File: config.mk
export PLATFORM = sky130hd
export DESIGN_NAME = fetch_issue
export DESIGN_NICKNAME = d
export VERILOG_FILES = /design/src/rtl/fetch_issue.sv
export SDC_FILE = /design/constraint.sdc
export NUM_CORES = 1
export LEC_CHECK = 0
export BUFFER_PORTS_ARGS = -buffer_cell sky130_fd_sc_hd__buf_2
export CORE_ASPECT_RATIO = 1.25
export CORE_UTILIZATION = 50
export CTS_CLUSTER_DIAMETER = 30
export DETAILED_ROUTE_END_ITERATION = 12
export GPL_TIMING_DRIVEN = 0
export PLACE_DENSITY_LB_ADDON = 0.12
export SETUP_SLACK_MARGIN = 0.4
export SKIP_CTS_REPAIR_TIMING = 1
export SYNTH_ARGS = -nofsm -noshare
export SYNTH_HDL_FRONTEND = slang
export SYNTH_SLANG_ARGS = --single-unit
File: constraint.sdc
create_clock -name clk -period 5.1 [get_ports clk]
set_input_delay 1.02 -clock clk [delete_from_list [all_inputs] [get_ports clk]]
set_output_delay 1.02 -clock clk [all_outputs]
set_load 0.005 [all_outputs]
File: src/rtl/fetch_issue.sv
// fetch_issue: instruction fetch front end.
// It holds the fetch PC, issues in-order word fetches to instruction memory
// and keeps a small circular buffer of slots. Each slot is allocated at
// request time and filled by the in-order response. The oldest filled slot
// is presented to decode from registers. A redirect flushes the buffer, and
// responses that are still in flight are counted so they can be discarded.
module fetch_issue #(
    parameter logic [31:0] RESET_PC = 32'h0000_0000,
    parameter int          DEPTH    = 2
) (
    input  logic        clk,
    input  logic        rst,
    input  logic        redirect_valid,
    input  logic [31:0] redirect_pc,
    output logic        imem_req_valid,
    input  logic        imem_req_ready,
    output logic [31:0] imem_req_addr,
    input  logic        imem_rsp_valid,
    input  logic [31:0] imem_rsp_data,
    output logic        valid_o,
    input  logic        ready_i,
    output logic [31:0] pc_o,
    output logic [31:0] inst_o
);
    localparam int PW = $clog2(DEPTH);
    localparam int CW = PW + 1;
    localparam logic [CW:0] DEPTH_C = (CW+1)'(DEPTH);

    logic [31:0]            pc_q;
    logic [PW-1:0]          head_q, tail_q, fill_q;
    logic [CW-1:0]          used_q;   // allocated slots, filled or not
    logic [CW-1:0]          pend_q;   // allocated slots still waiting for data
    logic [CW-1:0]          drop_q;   // in-flight responses orphaned by a redirect
    logic [DEPTH-1:0][31:0] slot_pc_q;
    logic [DEPTH-1:0][31:0] slot_inst_q;
    logic [DEPTH-1:0]       slot_full_q;

    logic        req_hs, pop, rsp_drop, rsp_fill, rsp_old;
    logic [CW:0] credit;
    logic        unused_pc_lsb;

    assign unused_pc_lsb = ^redirect_pc[1:0];

    // Orphaned responses still hold a slot's worth of credit. This keeps the
    // number of in-flight responses bounded by DEPTH.
    assign credit         = {1'b0, used_q} + {1'b0, drop_q};
    assign imem_req_valid = (credit < DEPTH_C) & ~redirect_valid & ~rst;
    assign imem_req_addr  = pc_q;
    assign req_hs         = imem_req_valid & imem_req_ready;

    // The decode-facing outputs come only from slot registers.
    assign valid_o = slot_full_q[head_q];
    assign pc_o    = slot_pc_q[head_q];
    assign inst_o  = slot_inst_q[head_q];
    assign pop     = valid_o & ready_i;

    // Pay off orphaned responses first. A response with nothing to fill
    // and nothing to drop is ignored.
    assign rsp_drop = imem_rsp_valid & (drop_q != '0);
    assign rsp_fill = imem_rsp_valid & (drop_q == '0) & (pend_q != '0);
    assign rsp_old  = rsp_drop | rsp_fill;

    // Fetch PC, slot pointers, occupancy counters and slot storage.
    always_ff @(posedge clk or posedge rst) begin
        if (rst) begin
            pc_q        <= RESET_PC;
            head_q      <= '0;
            tail_q      <= '0;
            fill_q      <= '0;
            used_q      <= '0;
            pend_q      <= '0;
            drop_q      <= '0;
            slot_pc_q   <= '0;
            slot_inst_q <= '0;
            slot_full_q <= '0;
        end else if (redirect_valid) begin
            // Every request that is still outstanding becomes a drop. A
            // response in this same cycle belongs to the old stream, so it
            // retires one of those drops now.
            pc_q        <= {redirect_pc[31:2], 2'b00};
            head_q      <= '0;
            tail_q      <= '0;
            fill_q      <= '0;
            used_q      <= '0;
            pend_q      <= '0;
            drop_q      <= drop_q + pend_q - CW'(rsp_old);
            slot_full_q <= '0;
        end else begin
            if (req_hs) begin
                pc_q              <= pc_q + 32'd4;
                slot_pc_q[tail_q] <= pc_q;
                tail_q            <= tail_q + PW'(1);
            end
            if (rsp_fill) begin
                slot_inst_q[fill_q] <= imem_rsp_data;
                slot_full_q[fill_q] <= 1'b1;
                fill_q              <= fill_q + PW'(1);
            end
            if (pop) begin
                slot_full_q[head_q] <= 1'b0;
                head_q              <= head_q + PW'(1);
            end
            if (rsp_drop)
                drop_q <= drop_q - CW'(1);
            case ({req_hs, pop})
                2'b10:   used_q <= used_q + CW'(1);
                2'b01:   used_q <= used_q - CW'(1);
                default: used_q <= used_q;
            endcase
            case ({req_hs, rsp_fill})
                2'b10:   pend_q <= pend_q + CW'(1);
                2'b01:   pend_q <= pend_q - CW'(1);
                default: pend_q <= pend_q;
            endcase
        end
    end
endmodule

# ---- After elaboration in Yosys (flattened, before gate mapping)
# Index checks and enable logic that the tools add are counted.
dict set report totals {
  input_bits 70
  out_inout_bits 98
  elab_cells 96
  reg_bits 171
}
dict set report op_classes {
  add_sub_neg 12
  mux 34
  magnitude_cmp 7
  n_reduce_logical 14
  eq_ne 4
  bitwise 13
}
# cell n
set ops {}
lappend ops {{32-bit 2-to-1 mux} 8}
lappend ops {{64-bit bitwise mux} 2}
lappend ops {{32-bit demux with 1-bit select} 2}
lappend ops {{32-bit by 3-bit adder with 32-bit output (second input constant)} 1}
lappend ops {{2-bit 2-to-1 mux} 8}
lappend ops {{2-bit nonzero test} 6}
lappend ops {{1-bit 2-to-1 mux} 10}
lappend ops {{2-bit one-hot mux with 2 select lines} 2}
lappend ops {{1-bit AND} 7}
lappend ops {{1-bit by 2-bit less-than comparator with 1-bit output (second input constant)} 3}
lappend ops {{3-bit nonzero test} 2}
lappend ops {{2-bit by 1-bit subtractor with 2-bit output (second input constant)} 3}
lappend ops {{2-bit by 1-bit adder with 2-bit output (second input constant)} 2}
lappend ops {{2-bit by 1-bit equality test with 1-bit output (second input constant)} 2}
lappend ops {{2-bit equality test (second input constant)} 2}
lappend ops {{2-bit AND reduction} 2}
lappend ops {{1-bit adder (second input constant)} 3}
lappend ops {{2-bit by 2-bit adder with 3-bit output} 1}
lappend ops {{1-bit greater-or-equal comparator (second input constant)} 3}
lappend ops {{1-bit logical AND} 3}
lappend ops {{3-bit by 2-bit less-than comparator with 1-bit output (second input constant)} 1}
lappend ops {{2-bit adder} 1}
lappend ops {{2-bit AND} 1}
lappend ops {{1-bit demux with 1-bit select} 2}
lappend ops {{other kinds (6)} 7}

# ---- Longest topological paths before layout
dict set report logic_depth {
  word_depth 10
  ltp_mapped 11
  ltp_nobuf 10
}

# ---- Worst setup path after synthesis
# Ideal clock, no wire load.
dict set report synth_timing {
  kind {input port to output port}
  start {in redirect_valid}
  end {out imem_req_valid}
  required_ns 4.080
  n_path_buf 1
  arrival_time_ns 1.755
  slack_ns 2.325
  cell_stages 3
  cell_sequence {or4_1 > buf_2 > inv_1}
}
dict set report synth_via {
  elab_chain_cells 3
}
# element line
set synth_lines {}
lappend synth_lines {{start: declaration} 13} ;# input logic redirect_valid,
lappend synth_lines {{1-bit NOT (no line)} n/a}
lappend synth_lines {{1-bit AND (2 in a row)} 47} ;# assign imem_req_valid = (credit < DEPTH_C) & ~redirect_valid & ~rst;
lappend synth_lines {{end: declaration} 15} ;# output logic imem_req_valid,
# Every way passes these cells.

# ---- Final worst setup path
dict set report layout_timing {
  start {reg head_q}
  end {out pc_o[16]}
}
dict set report layout_via {
  elab_chain_cells 2
}
# element line
set layout_lines {}
lappend layout_lines {{start: declaration} 30} ;# logic [PW-1:0] head_q, tail_q, fill_q;
lappend layout_lines {{start signal: assignment} 101} ;# head_q <= head_q + PW'(1);
lappend layout_lines {{32-bit 2-to-1 mux (not written as such) (2 in a row)} 53} ;# assign pc_o = slot_pc_q[head_q];
lappend layout_lines {{end: declaration} 22} ;# output logic [31:0] pc_o,
# Every way passes these cells. The select of a mux whose other input is x is not followed.

==> summary.txt <==
Outcome
  – Status: completed

STA
  – TNS Setup: 0 ns
  – Post-route minimum period: between 3 and 4 ns
  – Worst-Margin Slew: 0.803 ns
  – Slew Limit Fails: 0
  – Final clock skew: a little under 0.006 ns
  – Setup violators final: 0
  – Fin. Hold Viols: 0
  – Fmax: 0.277 GHz
  – Relative slew margins: between 40% and 50%
  – Final Cycle Share: between 70% and 80%
  – RSZ-0062 raised after global routing: false

Clock network
  – Clk buf depth: 2
  – Cts bufs inserted: 17
  – Worst skew pair latency: 0.43 ns
  – Clock Tree Root: clkbuf_16
  – CTS Sinks: between 150 and 200
  – H-tree Lvls: 4
  – CTS tree: done
  – Clk slew on worst S/H paths: about 0.06 ns

Detailed routing
  – Post-route DRC: 0
  – Antenna Nets Post-Route: 0
  – Initial DRT Pass Iterations: 5
  – Via/cell ratio: roughly 5.5
  – WL/cell: ~19 microns
  – Initial DRC Count: between 200 and 300
  – Via count: between 5000 and 6000
  – WL final: 19500 microns

Floorplan
  – # rows: 51
  – DIE AREA: 16500 sq um
  – Die Ht: 143 microns
  – Core ar.: between 15000 and 20000 sq um
  – Starting density of the core: roughly half
  – I/O pin total: 168
  – Die Wd: between 100 and 150 microns

Global routing
  – Global-route wire length before repair: approximately 31000 microns
  – GR Overflow Total: 0
  – Largest net degree at the start of global routing: 44
  – Vias in the first global route: 6087
  – Total track usage: between 20% and 30%
  – Antenna violations before repair: 1

Setup path
  – Crit path kind: reg -> out
  – WP data arrival: 2.60 ns
  – R2R cell count: 10
  – CP startpoint kind: flop
  – Crit path max fanout: 10
  – Worst endpoint required time: roughly 4 ns
  – Critical Path End Type: primary output

Synth
  – Synth Area in Compound Gates: around 6.5%
  – Gate count after technology mapping: between 600 and 700
  – Synth cell types: between 50 and 60
  – Count leader, synth: dfrtp_1
  – Adder-Cell Fraction of Synth Area: less than 1%
  – Post-Syn Area: between 8000 and 9000 sq um
  – Most frequent cells after synthesis: 165 x dfrtp_1, 157 x mux2_2, 42 x nand2_1
  – Async SR Flop Fraction: 100%
  – Post-synth EDFFs: 0
  – Total number of yosys warnings: 0
  – Synth area leader: dfrtp_1
  – Xor-xnor portion of the synthesized cell area: under 10%
  – Post-synthesis mux area share: ~28%
  – Synthesis-stage register bit count: between 150 and 200
  – Largest family of logic cells by synthesized area: multiplexers
  – Sequential fraction of the synthesis area: around 52%
  – Synth top area cells: dfrtp_1 52%, mux2_2 22%, mux2_4 4.7%
  – Syn_area_per_cell: 12.6 sq um
  – Post-Synth Simple-Gate Area: 8.54%
  – Synth Flop Type: dfrtp_1
  – Synth top area share: just over 50%

Layout
  – Final #Nets: approximately 900
  – Design Area, Final: around 10000 sq um
  – Share of post-route cells with drive strength above 1: around 48%
  – Layout overhead on the synthesized area: 22.4%
  – Non-filler cells, final: 1049
  – FILL cells: 1288

Power and ir drop
  – Power Density: 436 nW/um^2
  – IR drop worst, VDD: 0.258 mV
  – Leak: 0.00495 uW

Placed design
  – Placed Cells incl. Taps: roughly 1000
  – PortBufs: around 160
  – GPL Wtd Cong: 0.867
  – Dpl cell area: between 9000 and 10000 sq um
  – DP HPWL: around 14000 microns

Worst hold path
  – Worst min-delay path category: reg -> reg
  – Hold depth: 2

Job
  – Total of max-cap violations: 0
-- report_power, final --
part | switching (uW) | internal (uW)
sequential | 203 | 1610
combinational | 426 | 675
clock | 524 | 836
total | 1150 | 3120
-- flip-flops by register name, summed over array words and instances, names as in the netlist, 2 cells and up --
name and cells:
pend_q 2, slot_full_q 2, imem_req_addr 30, drop_q 2
slot_inst_q 64, used_q 2, slot_pc_q 60
-- critical path, cell delays in order, from the launching register on --
cell	delay, ns
dfrtp_1	0.43
clkbuf_1	0.52
clkbuf_1	0.68
mux2_2	0.42
buf_2	0.13
-- per-stage QoR --
step	hold WS [ns]	worst slack (ns)	utilization [%]	total power, uW
after floorplan	0.444	1.98	-	2490
after global placement	0.457	1.03	58.1	2880
after detailed placement	0.471	1.94	58.6	2940
after CTS	0.484	1.47	62.6	4320
after global routing	0.502	1.39	62.6	4510
final	0.478	1.48	62.6	4270
-- layer usage --
layer  routed length (microns)  vias up  global-route usage [%]
met5                         0        -                       0
met4                       646        0                    12.3
met3                      1300       39                    6.50
met2                     10100      194                    43.7
met1                      7540     2886                    28.8
li1                          -     2698                       -
-- worst paths after layout --
kind | start | to | slack, ns
max reg2reg | drop_q[0] | imem_req_addr[15] | 2.18
max in group asynchronous | rst | slot_pc_q[56] | 3.77
min | slot_pc_q[38] | slot_pc_q[38] | 0.48
min reg2reg | slot_pc_q[38] | slot_pc_q[38] | 0.48
max | head_q | pc_o[16] | 1.48
min in group asynchronous | rst | drop_q[1] | 0.55
-- kinds of logic after synthesis --
group	Yosys count
muxes	188
DFF	165
and+or+nand+nor	137
AOI/OAI and AO/OA	74
buffers and inverters	55
xor gates and xnor gates	11
adders and majority gates	5
other	1
-- placed cells by master (no fill, tap or decap), types with 2 or more instances in the layout --
cell type,count
nand3_1,16
conb_1,4
nand2_1,42
nand4_1,14
buf_4,6
nand2b_1,3
and4_1,3
inv_6,3
nor3_1,8
bufinv_16,4
xnor2_1,8
and3_1,9
mux2i_1,5
buf_12,4
buf_2,171
nor2b_1,2
a31oi_1,5
and2_1,4
o21ai_0,22
clkinvlp_4,2
clkbuf_16,17
buf_6,7
inv_1,10
a21oi_1,8
ha_1,4
o311ai_0,7
dfrtp_1,165
xor2_1,3
clkinv_2,2
nor4_1,2
clkbuf_1,22
or3_1,4
nor2_1,24
a32oi_1,4
mux2_4,25
mux2_2,157
o211ai_1,8
a221o_1,9
-- area by class of cell --
class	instances	area, sq um	area share, %
flip-flops and latches	165	4130	42.2
multi-input cells	419	3590	36.6
repair buffers	165	886	9.05
clock buffers	21	450	4.60
well taps	212	265	2.71
plain buffers	43	249	2.54
clock inverters	11	173	1.76
inverters	12	48.8	0.498
diodes	1	2.50	0.0256
Power figures use the tool's default switching activity.
